### config.mk
export PLATFORM = sky130hd
export DESIGN_NAME = hazard_control
export DESIGN_NICKNAME = d
export VERILOG_FILES = /design/src/rtl/mips_pkg.sv /design/src/rtl/sat_counter.sv /design/src/rtl/hazard_control.sv
export SDC_FILE = /design/constraint.sdc
export NUM_CORES = 1
export LEC_CHECK = 0
export CORE_ASPECT_RATIO = 1.4
export CORE_MARGIN = 1
export CORE_UTILIZATION = 47
export DETAILED_ROUTE_END_ITERATION = 7
export PLACE_DENSITY_LB_ADDON = 0.2
export SYNTH_ARGS = -nofsm -noshare
export SYNTH_HDL_FRONTEND = slang
export SYNTH_SLANG_ARGS = --single-unit
### constraint.sdc
create_clock -name Clk -period 2.9 [get_ports Clk]
set_clock_uncertainty 0.05 [all_clocks]
set_input_delay 0.58 -clock Clk [delete_from_list [all_inputs] [get_ports Clk]]
set_output_delay 0.58 -clock Clk [all_outputs]
set_load 0.1 [all_outputs]
### src/rtl/mips_pkg.sv
// Shared MIPS32 core definitions: opcodes, hazard FSM encodings and the
// hazard-control bundle used by the stall/flush controller.
package mips_pkg;

    typedef enum logic [5:0] {
        OP_RTYPE = 6'b000000,
        OP_BEQ   = 6'b000100,
        OP_LW    = 6'b100011,
        OP_SW    = 6'b101011,
        OP_NOP   = 6'b100000
    } opcode_e;

    localparam logic [1:0] HS_RUN         = 2'd0;
    localparam logic [1:0] HS_MEM_WAIT    = 2'd1;
    localparam logic [1:0] HS_TIMEOUT_REL = 2'd2;

    typedef struct packed {
        logic pc_write;
        logic ifid_write;
        logic idex_write;
        logic exmem_write;
        logic memwb_bubble;
        logic id_nop;
        logic if_flush;
        logic ex_flush;
    } hazard_ctrl_t;

    // Instructions whose rt field is read as a source operand.
    function automatic logic uses_rt(input logic [5:0] opcode);
        return (opcode == OP_RTYPE) || (opcode == OP_SW) || (opcode == OP_BEQ);
    endfunction

endpackage

### src/rtl/sat_counter.sv
// Event counter that sticks at all-ones instead of wrapping.
module sat_counter #(
    parameter int W = 16
) (
    input  logic         clk,
    input  logic         rst,
    input  logic         inc,
    input  logic         clear,
    output logic [W-1:0] count
);

    // NOTE: state registers use non-blocking assignments so every flop samples pre-edge values.
    always_ff @(posedge clk or posedge rst) begin
        if (rst) begin
            count <= '0;
        end else if (clear) begin
            count <= '0;
        end else if (inc && (count != '1)) begin
            count <= count + 1'b1;
        end
    end

endmodule

### src/rtl/hazard_control.sv
// Pipeline hazard controller: load-use stalls, branch flushes and a data-memory
// wait FSM with timeout release, plus saturating stall/flush statistics.
module hazard_control #(
    parameter int CNT_W       = 16,
    parameter int MEM_TIMEOUT = 64
) (
    input  logic             Clk,
    input  logic             Reset,
    input  logic [5:0]       Opcode_ID,
    input  logic [4:0]       RegisterRs_ID,
    input  logic [4:0]       RegisterRt_ID,
    input  logic             MemRead_EX,
    input  logic [4:0]       RegisterRt_EX,
    input  logic             Branch_MEM,
    input  logic             Zero_MEM,
    input  logic             MemRead_MEM,
    input  logic             MemWrite_MEM,
    input  logic             DMem_Ready,
    output logic             PCWrite,
    output logic             IFID_Write,
    output logic             IDEX_Write,
    output logic             EXMEM_Write,
    output logic             MEMWB_Bubble,
    output logic             ID_Control_NOP,
    output logic             IF_Flush,
    output logic             EX_Flush,
    output logic [1:0]       Hazard_State,
    output logic [CNT_W-1:0] StallCount,
    output logic [CNT_W-1:0] FlushCount,
    output logic             MemTimeout_Err
);

    import mips_pkg::*;

    // The wait count is cleared on entry, so the last MEM_WAIT cycle sees MEM_TIMEOUT-2
    // and the access has then been frozen for exactly MEM_TIMEOUT cycles.
    localparam logic [7:0] WAIT_LAST = 8'(MEM_TIMEOUT - 2);

    logic [1:0]   state;
    logic [7:0]   wait_cnt;
    logic         mem_acc;
    logic         taken;
    logic         lu;
    logic         freeze;
    logic         lu_stall;
    logic         stall_inc;
    logic         flush_inc;
    hazard_ctrl_t ctrl;

    assign mem_acc = MemRead_MEM | MemWrite_MEM;
    assign taken   = Branch_MEM & Zero_MEM;

    assign lu = MemRead_EX && (RegisterRt_EX != 5'd0) &&
                ((RegisterRt_EX == RegisterRs_ID) ||
                 (uses_rt(Opcode_ID) && (RegisterRt_EX == RegisterRt_ID)));

    // TIMEOUT_REL is absent here on purpose: that cycle abandons the access.
    assign freeze = ((state == HS_RUN) && mem_acc && !DMem_Ready) ||
                    ((state == HS_MEM_WAIT) && !DMem_Ready);

    assign lu_stall  = lu && !freeze && !taken;
    assign stall_inc = freeze || lu_stall;
    assign flush_inc = taken && !freeze;

    always_comb begin
        // NOTE: every field gets a default first so no path through the block can infer a latch.
        ctrl = '{pc_write: 1'b1, ifid_write: 1'b1, idex_write: 1'b1, exmem_write: 1'b1,
                 memwb_bubble: 1'b0, id_nop: 1'b0, if_flush: 1'b0, ex_flush: 1'b0};
        if (Reset) begin
            ctrl = '{pc_write: 1'b0, ifid_write: 1'b0, idex_write: 1'b0, exmem_write: 1'b0,
                     memwb_bubble: 1'b1, id_nop: 1'b1, if_flush: 1'b0, ex_flush: 1'b0};
        end else if (freeze) begin
            ctrl.pc_write     = 1'b0;
            ctrl.ifid_write   = 1'b0;
            ctrl.idex_write   = 1'b0;
            ctrl.exmem_write  = 1'b0;
            ctrl.memwb_bubble = 1'b1;
        end else if (taken) begin
            ctrl.if_flush = 1'b1;
            ctrl.id_nop   = 1'b1;
            ctrl.ex_flush = 1'b1;
        end else if (lu_stall) begin
            ctrl.pc_write   = 1'b0;
            ctrl.ifid_write = 1'b0;
            ctrl.id_nop     = 1'b1;
        end
    end

    assign PCWrite        = ctrl.pc_write;
    assign IFID_Write     = ctrl.ifid_write;
    assign IDEX_Write     = ctrl.idex_write;
    assign EXMEM_Write    = ctrl.exmem_write;
    assign MEMWB_Bubble   = ctrl.memwb_bubble;
    assign ID_Control_NOP = ctrl.id_nop;
    assign IF_Flush       = ctrl.if_flush;
    assign EX_Flush       = ctrl.ex_flush;
    assign Hazard_State   = state;

    always_ff @(posedge Clk or posedge Reset) begin
        if (Reset) begin
            state          <= HS_RUN;
            wait_cnt       <= '0;
            MemTimeout_Err <= 1'b0;
        end else begin
            case (state)
                HS_RUN: begin
                    if (mem_acc && !DMem_Ready) begin
                        state    <= HS_MEM_WAIT;
                        wait_cnt <= '0;
                    end
                end
                HS_MEM_WAIT: begin
                    wait_cnt <= wait_cnt + 8'd1;
                    if (DMem_Ready) begin
                        state <= HS_RUN;
                    end else if (wait_cnt == WAIT_LAST) begin
                        state          <= HS_TIMEOUT_REL;
                        MemTimeout_Err <= 1'b1;
                    end
                end
                default: state <= HS_RUN;
            endcase
        end
    end

    sat_counter #(.W(CNT_W)) u_stall_cnt (
        .clk   (Clk),
        .rst   (Reset),
        .inc   (stall_inc),
        .clear (1'b0),
        .count (StallCount)
    );

    sat_counter #(.W(CNT_W)) u_flush_cnt (
        .clk   (Clk),
        .rst   (Reset),
        .inc   (flush_inc),
        .clear (1'b0),
        .count (FlushCount)
    );

endmodule

==> results_dict.tcl <==
set metrics [dict create \
    slew_headroom 0.6053 \
    final_cells 387 \
    vias 2072 \
    viasPerCell 5.354 \
    dr.first_iter.drc_count 66 \
    ant_nets 0 \
    synth_area_leader_cell "dfrtp_1" \
    rsz0062_at_grt "true" \
    endpoint_kind "output port" \
    max-cap-violations 0 \
    track_usage 0.2298 \
    drive_above_1_share 0.2923 \
    synth_top_area_frac 0.4649 \
    cts_buffers 5 \
    worst_path_max_delay_cell "clkdlybuf4s50_1" \
    dr.pass1.iters 4 \
    arrival_ps 2220 \
    syn-num-nets 267 \
    grt_pass1_wl_um 9121 \
    cpMostUsedCell "a21oi_2" \
    slew_viol_final 0 \
    synth_warnings 0 \
    die_w_um 61.31 \
    crit_fanout 2 \
    vdd_drop_max_mv 1.175 \
    leakagePower_nw 1.501 \
    nFillCells 380 \
    synth_area_leaders "dfrtp_1 (46%), xor2_1 (7.9%), xnor2_1 (5.7%)" \
    ys_ff_latch 43 \
    synthCells 234 \
    final.setup.worst_slack_ps 54.70 \
    antenna_cells 0 \
    grt_start_max_net_pins 39 \
    worst_setup_path_start_kind "input pin" \
    grt_pass1_vias 2076 \
    cts_buffer_depth 2 \
    path_class "input pin to output port" \
    antenna_found_initial 0 \
    setup_viol 0 \
    cts_root_buf "clkbuf_8" \
    post-place-cells 377 \
    syn_area_sq_um 2315 \
    cp_slowest_stage_delay_ps 480 \
    wl_per_cell_um 13.88 \
    seq_area_sq_um 1079 \
    initial_utilization 0.4984 \
    fin_area_sq_um 3346 \
    area_growth_pct 44.54 \
    multi_input_area_sq_um 1227 \
    ctsHoldBuffers 0 \
    path_depth 8 \
    fin_crit_sh 0.9811 \
    timing.fmax_mhz 351.5 \
    p_per_area_nw_per_um2 744.4 \
    tightest_slew_ps 586.7 \
    ff2ff_path_depth 7 \
    cp_top_family "buffers and inverters" \
    hp-class "flop to flop" \
    min_period_ps 2845 \
    synth_cell_types 38 \
    pre_cts_slack_ps -176.6 \
    final-hold-violation-count 0 \
    ys_seq_area_frac 0.4649 \
    dieHeight_um 85.04 \
    grt_overflow 0 \
    row_count 29 \
    path_cells "clkdlybuf4s50_1, xnor2_1, nand3_1, or3_1, a21oi_2, a21oi_2, o21ai_2, buf_12" \
    crit_buf_inv 2 \
    core_area_sq_um 4644 \
    dpl-instance-area_sq_um 3227 \
    htree_levels 2 \
    status "finished, final reports clean" \
    drc 0 \
    cts.clk_slew.worst_paths_ps 80 \
    io_pins 72 \
    cts_tree "built" \
    drt_wl_total_um 5372 \
    r2r_slack_ps 730 \
    worstHoldPathCells 1 \
    dieArea_sq_um 5214 \
    required_ps 2270 \
    clock_latency_ps 290 \
    nNetsFinal 357 \
    avgSynthCellArea_sq_um 9.892 \
    place_hpwl_um 4195 \
    port_buffers 71 \
    place.gp.congestion 0.7950 \
    cts_sinks 43 \
]
## final cells by class
class,instances,share of cell area
clock inverters,2,0.003740
repair buffers,91,0.2543
flip-flops and latches,43,0.3224
well taps,62,0.02319
clock buffers,6,0.02169
inverters,6,0.007853
multi-input cells,177,0.3669
## Yosys cell counts
| library cell | n |
|---|---|
| buf_6 | 1 |
| o31ai_1 | 4 |
| mux2_2 | 5 |
| nand2b_1 | 1 |
| a31oi_1 | 3 |
| or4_1 | 1 |
| mux2i_1 | 1 |
| and2_1 | 1 |
| nor3b_1 | 1 |
| and3_1 | 5 |
| dfrtp_1 | 43 |
| nor4_1 | 5 |
| clkbuf_1 | 4 |
| buf_4 | 3 |
| ha_1 | 4 |
| nor3_4 | 1 |
| o21bai_1 | 1 |
| nand4b_1 | 2 |
| nand2_1 | 20 |
| or4_4 | 1 |
| o31a_1 | 1 |
| nor2_1 | 15 |
| o211ai_2 | 1 |
| a2bb2oi_1 | 1 |
| and4b_4 | 1 |
| or2_2 | 3 |
| nor2b_1 | 2 |
| or3_1 | 4 |
| xor2_1 | 21 |
| nor3_1 | 14 |
| nor4_2 | 1 |
| o21ai_0 | 11 |
| xnor2_1 | 15 |
| inv_1 | 6 |
| and4_1 | 2 |
| nand3_1 | 17 |
| a21oi_1 | 2 |
| nand4_1 | 10 |
## per-layer routing
layer  GRT usage  up-vias  part of all wire
met4     0.07438        0            0.0099
met2      0.4042       57              0.54
met3     0.05183        6             0.045
li1            -     1009                 -
met5           0        -                 0
met1      0.2659     1000              0.41
## placed cells by master, fill, tap and decap left out, drive strengths merged, types with 2 or more instances in the layout
master | netlist | layout
or4 | 2 | 2
dlymetal6s2s | 0 | 2
nand4b | 2 | 2
inv | 6 | 5
nor2 | 15 | 15
ha | 4 | 4
o31ai | 4 | 4
clkbuf | 4 | 6
nor2b | 2 | 2
nand2 | 20 | 20
nand4 | 10 | 10
and3 | 5 | 5
xor2 | 21 | 21
nand3 | 17 | 17
dfrtp | 43 | 43
xnor2 | 15 | 15
or3 | 4 | 4
nor3 | 15 | 15
clkinvlp | 0 | 2
buf | 4 | 63
or2 | 3 | 3
nor4 | 6 | 6
o21ai | 11 | 11
clkdlybuf4s50 | 0 | 19
a31oi | 3 | 3
dlygate4sd2 | 0 | 6
a21oi | 2 | 2
and4 | 2 | 2
mux2 | 5 | 5
## state kept, by name, indices dropped and copies added, names as in the netlist
signal             cells
wait_cnt               8
u_stall_cnt.count     16
Hazard_State           2
MemTimeout_Err         1
u_flush_cnt.count     16
## stage by stage
| step | TNS, ps | hold WS [ps] | power (mW) | util |
|---|---|---|---|---|
| after detailed placement | -1128 | 426.5 | 2.131 | 0.6948 |
| after global placement | -583.9 | 407.5 | 2.107 | 0.6948 |
| after CTS | 0 | 442.4 | 2.505 | 0.7193 |
| after global routing | -10.55 | 460.7 | 2.603 | 0.7204 |
| after floorplan | -651.5 | 385.9 | 1.805 | - |
| final | 0 | 437.6 | 2.491 | 0.7204 |
## worst reg2reg max path, delay by kind of cell, from the launching register on
| family | cells | cell delay (ps) |
|---|---|---|
| xor gates and xnor gates | 1 | 170 |
| and+or+nand+nor | 5 | 1270 |
| DFF | 1 | 440 |
| buffers and inverters | 1 | 170 |
## report_power, final
group	internal, mW	total (mW)	switching (mW)
logic	0.315	1.26	0.947
registers	0.707	0.857	0.150
clock network	0.168	0.373	0.204
total	1.19	2.49	1.30
## what timing repair did
item | 4_1_cts | 5_1_grt
cloned | 0 | 0
endpoints found under the setup margin | 3 | 3
pin swaps | 5 | 5
buffers inserted | 2 | 0
gates resized for setup | 14 | 2
## kinds of logic (layout without fill, tap and decap cells)
kind of cell / Yosys count / in the layout / share of synthesized area
buffers and inverters: 14 / 105 / 0.03081
AND/OR/NAND/NOR: 107 / 107 / 0.2524
XOR/XNOR: 36 / 36 / 0.1362
AO/OA/AOI/OAI: 24 / 24 / 0.06541
flip-flops: 43 / 43 / 0.4649
adder cells (fa/ha/maj): 4 / 4 / 0.02162
multiplexers: 6 / 6 / 0.02865
## path summary, 6_finish.rpt
path,start,end
setup reg to reg,Hazard_State[0]$_DFFE_PP0P_,u_flush_cnt.count[8]$_DFFE_PP0P_
max in group asynchronous,Reset,u_stall_cnt.count[8]$_DFFE_PP0P_
min in group asynchronous,Reset,wait_cnt[7]$_DFFE_PP0P_
setup / recovery,RegisterRs_ID[4],ID_Control_NOP
hold reg to reg,wait_cnt[5]$_DFFE_PP0P_,wait_cnt[5]$_DFFE_PP0P_
hold / removal,wait_cnt[5]$_DFFE_PP0P_,wait_cnt[5]$_DFFE_PP0P_
Note: power is estimated with default switching activity, not from simulation.
